File: src/rtl/hazard_unit.sv
// Pipeline hazard unit: data/HI-LO stall detection, D/E/M forwarding selects,
// multiply/divide busy tracking and a saturating stall-cycle counter.
module hazard_unit #(
    parameter int unsigned MULT_CYC = 5,
    parameter int unsigned DIV_CYC  = 10
) (
    input  logic        clk,
    input  logic        reset,
    input  logic        tuse_rs0,
    input  logic        tuse_rs1,
    input  logic        tuse_rt0,
    input  logic        tuse_rt1,
    input  logic        tuse_rt2,
    input  logic [4:0]  a1_d,
    input  logic [4:0]  a2_d,
    input  logic [4:0]  a1_e,
    input  logic [4:0]  a2_e,
    input  logic [4:0]  a3_e,
    input  logic [4:0]  a3_m,
    input  logic [4:0]  a2_m,
    input  logic [4:0]  a3_w,
    input  logic [1:0]  res_e,
    input  logic [1:0]  res_m,
    input  logic [1:0]  res_w,
    input  logic        md_start,
    input  logic        md_div,
    input  logic        md_use_d,
    output logic        stall,
    output logic [1:0]  fwd_rs_d,
    output logic [1:0]  fwd_rt_d,
    output logic [1:0]  fwd_rs_e,
    output logic [1:0]  fwd_rt_e,
    output logic [1:0]  fwd_rt_m,
    output logic        md_busy,
    output logic [15:0] stall_count
);

    localparam logic [1:0] ResNw  = 2'b00;
    localparam logic [1:0] ResAlu = 2'b01;
    localparam logic [1:0] ResDm  = 2'b10;
    localparam logic [1:0] ResPc  = 2'b11;

    localparam logic [1:0] FwdNone = 2'b00;
    localparam logic [1:0] FwdE    = 2'b01;
    localparam logic [1:0] FwdM    = 2'b10;
    localparam logic [1:0] FwdW    = 2'b11;

    localparam logic [3:0] MultLoad = 4'(MULT_CYC);
    localparam logic [3:0] DivLoad  = 4'(DIV_CYC);

    // True when a consumer needing src at tuse cannot yet be served by this producer.
    function automatic logic raw_hazard(input logic       use_v,
                                        input logic [1:0] tuse,
                                        input logic [4:0] src,
                                        input logic [4:0] dst,
                                        input logic [1:0] res,
                                        input logic [1:0] tnew);
        return use_v && (src != 5'd0) && (src == dst) && (res != ResNw) && (tnew > tuse);
    endfunction

    function automatic logic m_fwd_ok(input logic [4:0] src,
                                      input logic [4:0] a3,
                                      input logic [1:0] res);
        return (src == a3) && ((res == ResAlu) || (res == ResPc));
    endfunction

    function automatic logic w_fwd_ok(input logic [4:0] src,
                                      input logic [4:0] a3,
                                      input logic [1:0] res);
        return (src == a3) && (res != ResNw);
    endfunction

    function automatic logic [1:0] sel_d(input logic [4:0] src,
                                         input logic [4:0] a3e,
                                         input logic [1:0] rese,
                                         input logic [4:0] a3m,
                                         input logic [1:0] resm,
                                         input logic [4:0] a3w,
                                         input logic [1:0] resw);
        logic [1:0] sel;
        sel = FwdNone;
        if (src != 5'd0) begin
            if ((src == a3e) && (rese == ResPc)) begin
                sel = FwdE;
            end else if (m_fwd_ok(src, a3m, resm)) begin
                sel = FwdM;
            end else if (w_fwd_ok(src, a3w, resw)) begin
                sel = FwdW;
            end
        end
        return sel;
    endfunction

    function automatic logic [1:0] sel_e(input logic [4:0] src,
                                         input logic [4:0] a3m,
                                         input logic [1:0] resm,
                                         input logic [4:0] a3w,
                                         input logic [1:0] resw);
        logic [1:0] sel;
        sel = FwdNone;
        if (src != 5'd0) begin
            if (m_fwd_ok(src, a3m, resm)) begin
                sel = FwdM;
            end else if (w_fwd_ok(src, a3w, resw)) begin
                sel = FwdW;
            end
        end
        return sel;
    endfunction

    logic [1:0]  tnew_e;
    logic [1:0]  tnew_m;
    logic        rs_use;
    logic        rt_use;
    logic [1:0]  rs_tuse;
    logic [1:0]  rt_tuse;
    logic        data_stall;
    logic        md_stall;
    logic        busy_raw;
    logic [3:0]  md_cnt_q;
    logic [3:0]  md_cnt_d;
    logic [15:0] stall_count_q;
    logic [15:0] stall_count_d;

    always_comb begin
        unique case (res_e)
            ResAlu:  tnew_e = 2'd1;
            ResDm:   tnew_e = 2'd2;
            default: tnew_e = 2'd0;
        endcase
        tnew_m = (res_m == ResDm) ? 2'd1 : 2'd0;
    end

    // Earliest need wins when several Tuse flags are set.
    always_comb begin
        rs_use  = tuse_rs0 | tuse_rs1;
        rs_tuse = tuse_rs0 ? 2'd0 : 2'd1;
        rt_use  = tuse_rt0 | tuse_rt1 | tuse_rt2;
        rt_tuse = tuse_rt0 ? 2'd0 : (tuse_rt1 ? 2'd1 : 2'd2);
    end

    always_comb begin
        data_stall = raw_hazard(rs_use, rs_tuse, a1_d, a3_e, res_e, tnew_e)
                   | raw_hazard(rs_use, rs_tuse, a1_d, a3_m, res_m, tnew_m)
                   | raw_hazard(rt_use, rt_tuse, a2_d, a3_e, res_e, tnew_e)
                   | raw_hazard(rt_use, rt_tuse, a2_d, a3_m, res_m, tnew_m);
        busy_raw   = (md_cnt_q != 4'd0);
        md_stall   = md_use_d & (busy_raw | md_start);
    end

    // Outputs are forced inactive while reset is held low.
    always_comb begin
        stall    = reset & (data_stall | md_stall);
        md_busy  = reset & busy_raw;
        fwd_rs_d = FwdNone;
        fwd_rt_d = FwdNone;
        fwd_rs_e = FwdNone;
        fwd_rt_e = FwdNone;
        fwd_rt_m = FwdNone;
        if (reset) begin
            fwd_rs_d = sel_d(a1_d, a3_e, res_e, a3_m, res_m, a3_w, res_w);
            fwd_rt_d = sel_d(a2_d, a3_e, res_e, a3_m, res_m, a3_w, res_w);
            fwd_rs_e = sel_e(a1_e, a3_m, res_m, a3_w, res_w);
            fwd_rt_e = sel_e(a2_e, a3_m, res_m, a3_w, res_w);
            if ((a2_m != 5'd0) && w_fwd_ok(a2_m, a3_w, res_w)) begin
                fwd_rt_m = FwdW;
            end
        end
    end

    // A new mult/div is only accepted once the previous one has drained.
    always_comb begin
        md_cnt_d = md_cnt_q;
        if (md_cnt_q != 4'd0) begin
            md_cnt_d = md_cnt_q - 4'd1;
        end else if (md_start) begin
            md_cnt_d = md_div ? DivLoad : MultLoad;
        end
    end

    always_comb begin
        stall_count_d = stall_count_q;
        if (stall && (stall_count_q != 16'hFFFF)) begin
            stall_count_d = stall_count_q + 16'd1;
        end
    end

    always_ff @(posedge clk or negedge reset) begin
        if (!reset) begin
            md_cnt_q      <= 4'd0;
            stall_count_q <= 16'd0;
        end else begin
            md_cnt_q      <= md_cnt_d;
            stall_count_q <= stall_count_d;
        end
    end

    assign stall_count = stall_count_q;

endmodule

File: config.mk
export PLATFORM = sky130hd
export DESIGN_NAME = hazard_unit
export DESIGN_NICKNAME = d
export VERILOG_FILES = /design/src/rtl/hazard_unit.sv
export SDC_FILE = /design/constraint.sdc
export NUM_CORES = 1
export LEC_CHECK = 0
export ABC_CLOCK_PERIOD_IN_PS = 2840
export CAP_MARGIN = 5
export CORE_ASPECT_RATIO = 2
export CORE_MARGIN = 8
export CORE_UTILIZATION = 44
export DETAILED_ROUTE_END_ITERATION = 6
export PLACE_DENSITY = 0.85
export RECOVER_POWER = 50
export SYNTH_ARGS = -nofsm -noshare
export SYNTH_HDL_FRONTEND = slang
export SYNTH_SLANG_ARGS = --single-unit
File: constraint.sdc
create_clock -name clk -period 2.84 [get_ports clk]
set_clock_uncertainty 0.1 [all_clocks]
set_input_delay 0.426 -clock clk [delete_from_list [all_inputs] [get_ports clk]]
set_output_delay 0.426 -clock clk [all_outputs]
set_load 0.01 [all_outputs]
==> flow_metrics.env, run 1 <==
export IMPL_outcome="finished, violations left"
export IMPL_violations_in_the_final_reports="negative setup slack"
export IMPL_synthToLayoutAreaGrowth_pct=70.7
export IMPL_ios=84
export IMPL_yosysTopAreaCell="dfrtp_1"
export IMPL_maxCapViolCount=0
export IMPL_ctsLongestPathBuffers=2
export IMPL_first_global_vias=2564
export IMPL_number_of_antenna_violations_at_the_first_check_in_global_routing=0
export IMPL_route_final_wire_length_mm=7.71
export IMPL_diodes=0
export IMPL_slew_limit_headroom_pct=43.3
export IMPL_maximum_number_of_pins_on_one_net_before_global_route_repair=17
export IMPL_cp_data_required_time_ns=2.31
export IMPL_yosysTopAreaCellShare_pct=24.7
export IMPL_dp_worst_setup_slack_ns=-0.603
export IMPL_critPathKind="in2out"
export IMPL_clock_latency_on_the_worst_skew_pair_ns=0.26
export IMPL_syn_area_um2=2030
export IMPL_timing_fmax_mhz=350
export IMPL_fin_ws_ns=-0.0160
export IMPL_num_rows=35
export IMPL_synth_net_count=301
export IMPL_port_buffer_count=83
export IMPL_route_vias_total=2376
export IMPL_share_of_the_clock_period_used_by_the_worst_path_pct=101
export IMPL_fp_dieArea_um2=7170
export IMPL_synth_enable_flop_cells=0
export IMPL_timing_max_transition_violations_final=0
export IMPL_drt_iter0_drcs=130
export IMPL_drt_pass1_iter_count=4
export IMPL_clock_sinks=20
export IMPL_synth_seq_area_share_pct=24.7
export IMPL_ant_nets=0
export IMPL_post_layout_total_power_uw=1390
export IMPL_critical_path_endpoint_type="output pin"
export IMPL_clk_root_buffer_cell="clkbuf_8"
export IMPL_die_height_um=112
export IMPL_max_slew_worst_pin_slew_ns=0.850
export IMPL_hp_class="reg2reg"
export IMPL_synth_ff_type="dfrtp_1"
export IMPL_final_cell_mix="51 x clkdlybuf4s50_1, 48 x buf_4, 44 x xor2_1, 24 x xnor2_1, 20 x dfrtp_1"
export IMPL_start_kind="input pin"
export IMPL_power_ir_vdd_worst_v=0.000484
export IMPL_setup_viol_count_final=1
export IMPL_cp_num_buf_inv=3
export IMPL_ys_seq_elements=20
export IMPL_final_layout_size_suffix_gt1_share_pct=23.0
export IMPL_path_max_fanout=4
export IMPL_ffs_w_async_s_r_synth_pct=100
export IMPL_grt_total_usage_pct=19.8
export IMPL_path_cells="dlygate4sd2_1 -> nand2b_4 -> ha_1 -> a2bb2oi_2 -> o221ai_1 -> nor4b_2 -> and2_1 -> a211oi_2 -> inv_2 -> buf_2"
export IMPL_h_tree_lvl_count=1
export IMPL_layout_cells_most_common="clkdlybuf4s50_1"
export IMPL_power_density_nw_per_um2=400
export IMPL_avgRoutedWirePerCell_um=18.3
export IMPL_drc_violation_count_after_routing=0
export IMPL_synth_area_leaders="dfrtp_1 25%, xor2_1 19%, xnor2_1 10%"
export IMPL_grt_pass1_wl_mm=11.9
export IMPL_grt_overflow=0
export IMPL_cp_arrival_ns=2.33
export IMPL_synth_cells=239
export IMPL_design_core_area_um2=4510
export IMPL_path_delay_family="simple AND/OR/NAND/NOR gates"
export IMPL_critical_path_slowest_cell="dlygate4sd2_1"
export IMPL_detail_route_vias_per_cell=5.64
export IMPL_max_stage_delay_ns=0.38
export IMPL_syn_avg_cell_area_um2=8.49
export IMPL_gp_congestion=0.889
export IMPL_synth_lib_cells_used_distinct=44
export IMPL_timing_hold_violations_final=0
export IMPL_cts_made_buffers=3
export IMPL_starting_utilization_of_the_core_area_pct=45.0
export IMPL_post_cts_hold_buffer_count=0
export IMPL_nNetsFinal=429
export IMPL_cts_reportedPaths_clkPinSlew_ns=0.08
export IMPL_leakagePower_uw=0.00159
export IMPL_period_needed_ns=2.86
export IMPL_cts_tree="built"
export IMPL_floorplan_die_width_um=64.0
export IMPL_detailed_place_hpwl_mm=5.75
export IMPL_grt_setup_unrepaired="true"
export IMPL_synth_yosys_warnings=0
what timing repair did:
action / 4_1_cts / 5_1_grt
setup endpoints to repair: 18 / 25
gates resized for setup: 26 / 25
buffers inserted: 1 / 1
pin swaps: 5 / 12
layer usage:
metal | global-route usage (%) | share of wire [%] | vias to the layer above
met5 | 0 | 0 | -
met4 | 4.65 | 2.8 | 0
met1 | 20.5 | 37 | 1118
met3 | 4.79 | 6.9 | 24
li1 | - | - | 1109
met2 | 37.7 | 53 | 125
state kept, by name, summed over array words and instances, names as in the netlist:
register and count:
md_cnt_q 4, stall_count 16
cell usage after synthesis, types with 6 or more instances:
cell / count
xnor2_1: 24
nor2_1: 13
nand2_1: 14
clkbuf_1: 7
a21oi_1: 7
nor4_1: 7
xor2_1: 44
nand3_1: 18
dfrtp_1: 20
nor3_1: 11
ha_1: 6
power breakdown:
part | switching, µW | internal, µW | leakage [µW]
registers | 87.8 | 364 | 0.000257
clock network | 97.9 | 188 | 0.0000357
logic | 299 | 348 | 0.00130
total | 485 | 901 | 0.00159
cells by family after synthesis:
| kind of cell | share of synthesized area (%) |
|---|---|
| multiplexers | 1.11 |
| buffers and inverters | 3.15 |
| XOR/XNOR | 29.4 |
| AO/OA/AOI/OAI | 9.87 |
| flip-flops | 24.7 |
| adder cells (fa/ha/maj) | 3.70 |
| AND/OR/NAND/NOR | 28.1 |
stage by stage:
step,instance area [µm²],std cells,hold slack [ns],utilization [%],setup TNS (ns)
2_1_floorplan,2030,239,0.0304,-,0
3_3_place_gp,3240,415,0.372,71.7,-3.24
3_5_place_dp,3240,415,0.396,71.7,-6.03
4_1_cts,3360,420,0.407,74.6,-0.287
5_1_grt,3460,421,0.422,76.8,-0.208
6_report,3460,421,0.393,76.8,-0.0160
path summary, 6_finish.rpt:
kind | depth (start not counted) | slack [ns] | end | start
worst max-delay path | 10 | -0.02 | stall | res_e[0]
worst min-delay path | 1 | 0.39 | stall_count[4]$_DFFE_PN0P_ | stall_count[4]$_DFFE_PN0P_
worst max register to register | 9 | 0.40 | stall_count[14]$_DFFE_PN0P_ | md_cnt_q[0]$_DFFE_PN0N_
worst min register to register | 1 | 0.39 | stall_count[4]$_DFFE_PN0P_ | stall_count[4]$_DFFE_PN0P_
max in group asynchronous | 3 | 1.09 | stall_count[15]$_DFFE_PN0P_ | reset
min in group asynchronous | 2 | 0.54 | md_cnt_q[2]$_DFFE_PN0N_ | reset
area by class of cell:
cell class / instances / area, µm²
clock buffer: 3 / 41.3
sequential: 20 / 500
timing repair buffer: 132 / 1210
clock inverter: 1 / 30.0
multi-input combinational: 205 / 1600
fill: 298 / 1050
tap: 55 / 68.8
inverter: 5 / 18.8
No activity file was read; power rests on OpenSTA's default activity.
==> run 2: changes to the inputs <==
ABC_CLOCK_PERIOD_IN_PS = not set   (was 2840)
==> results of run 2 <==
Same layout as run 1: the final DEF is identical, and so are final timing and power.
==> run 3: changes to the inputs <==
SLEW_MARGIN = 20   (was not set)
==> results of run 3 <==
Same layout as run 1: the final DEF is identical, and so are final timing and power.
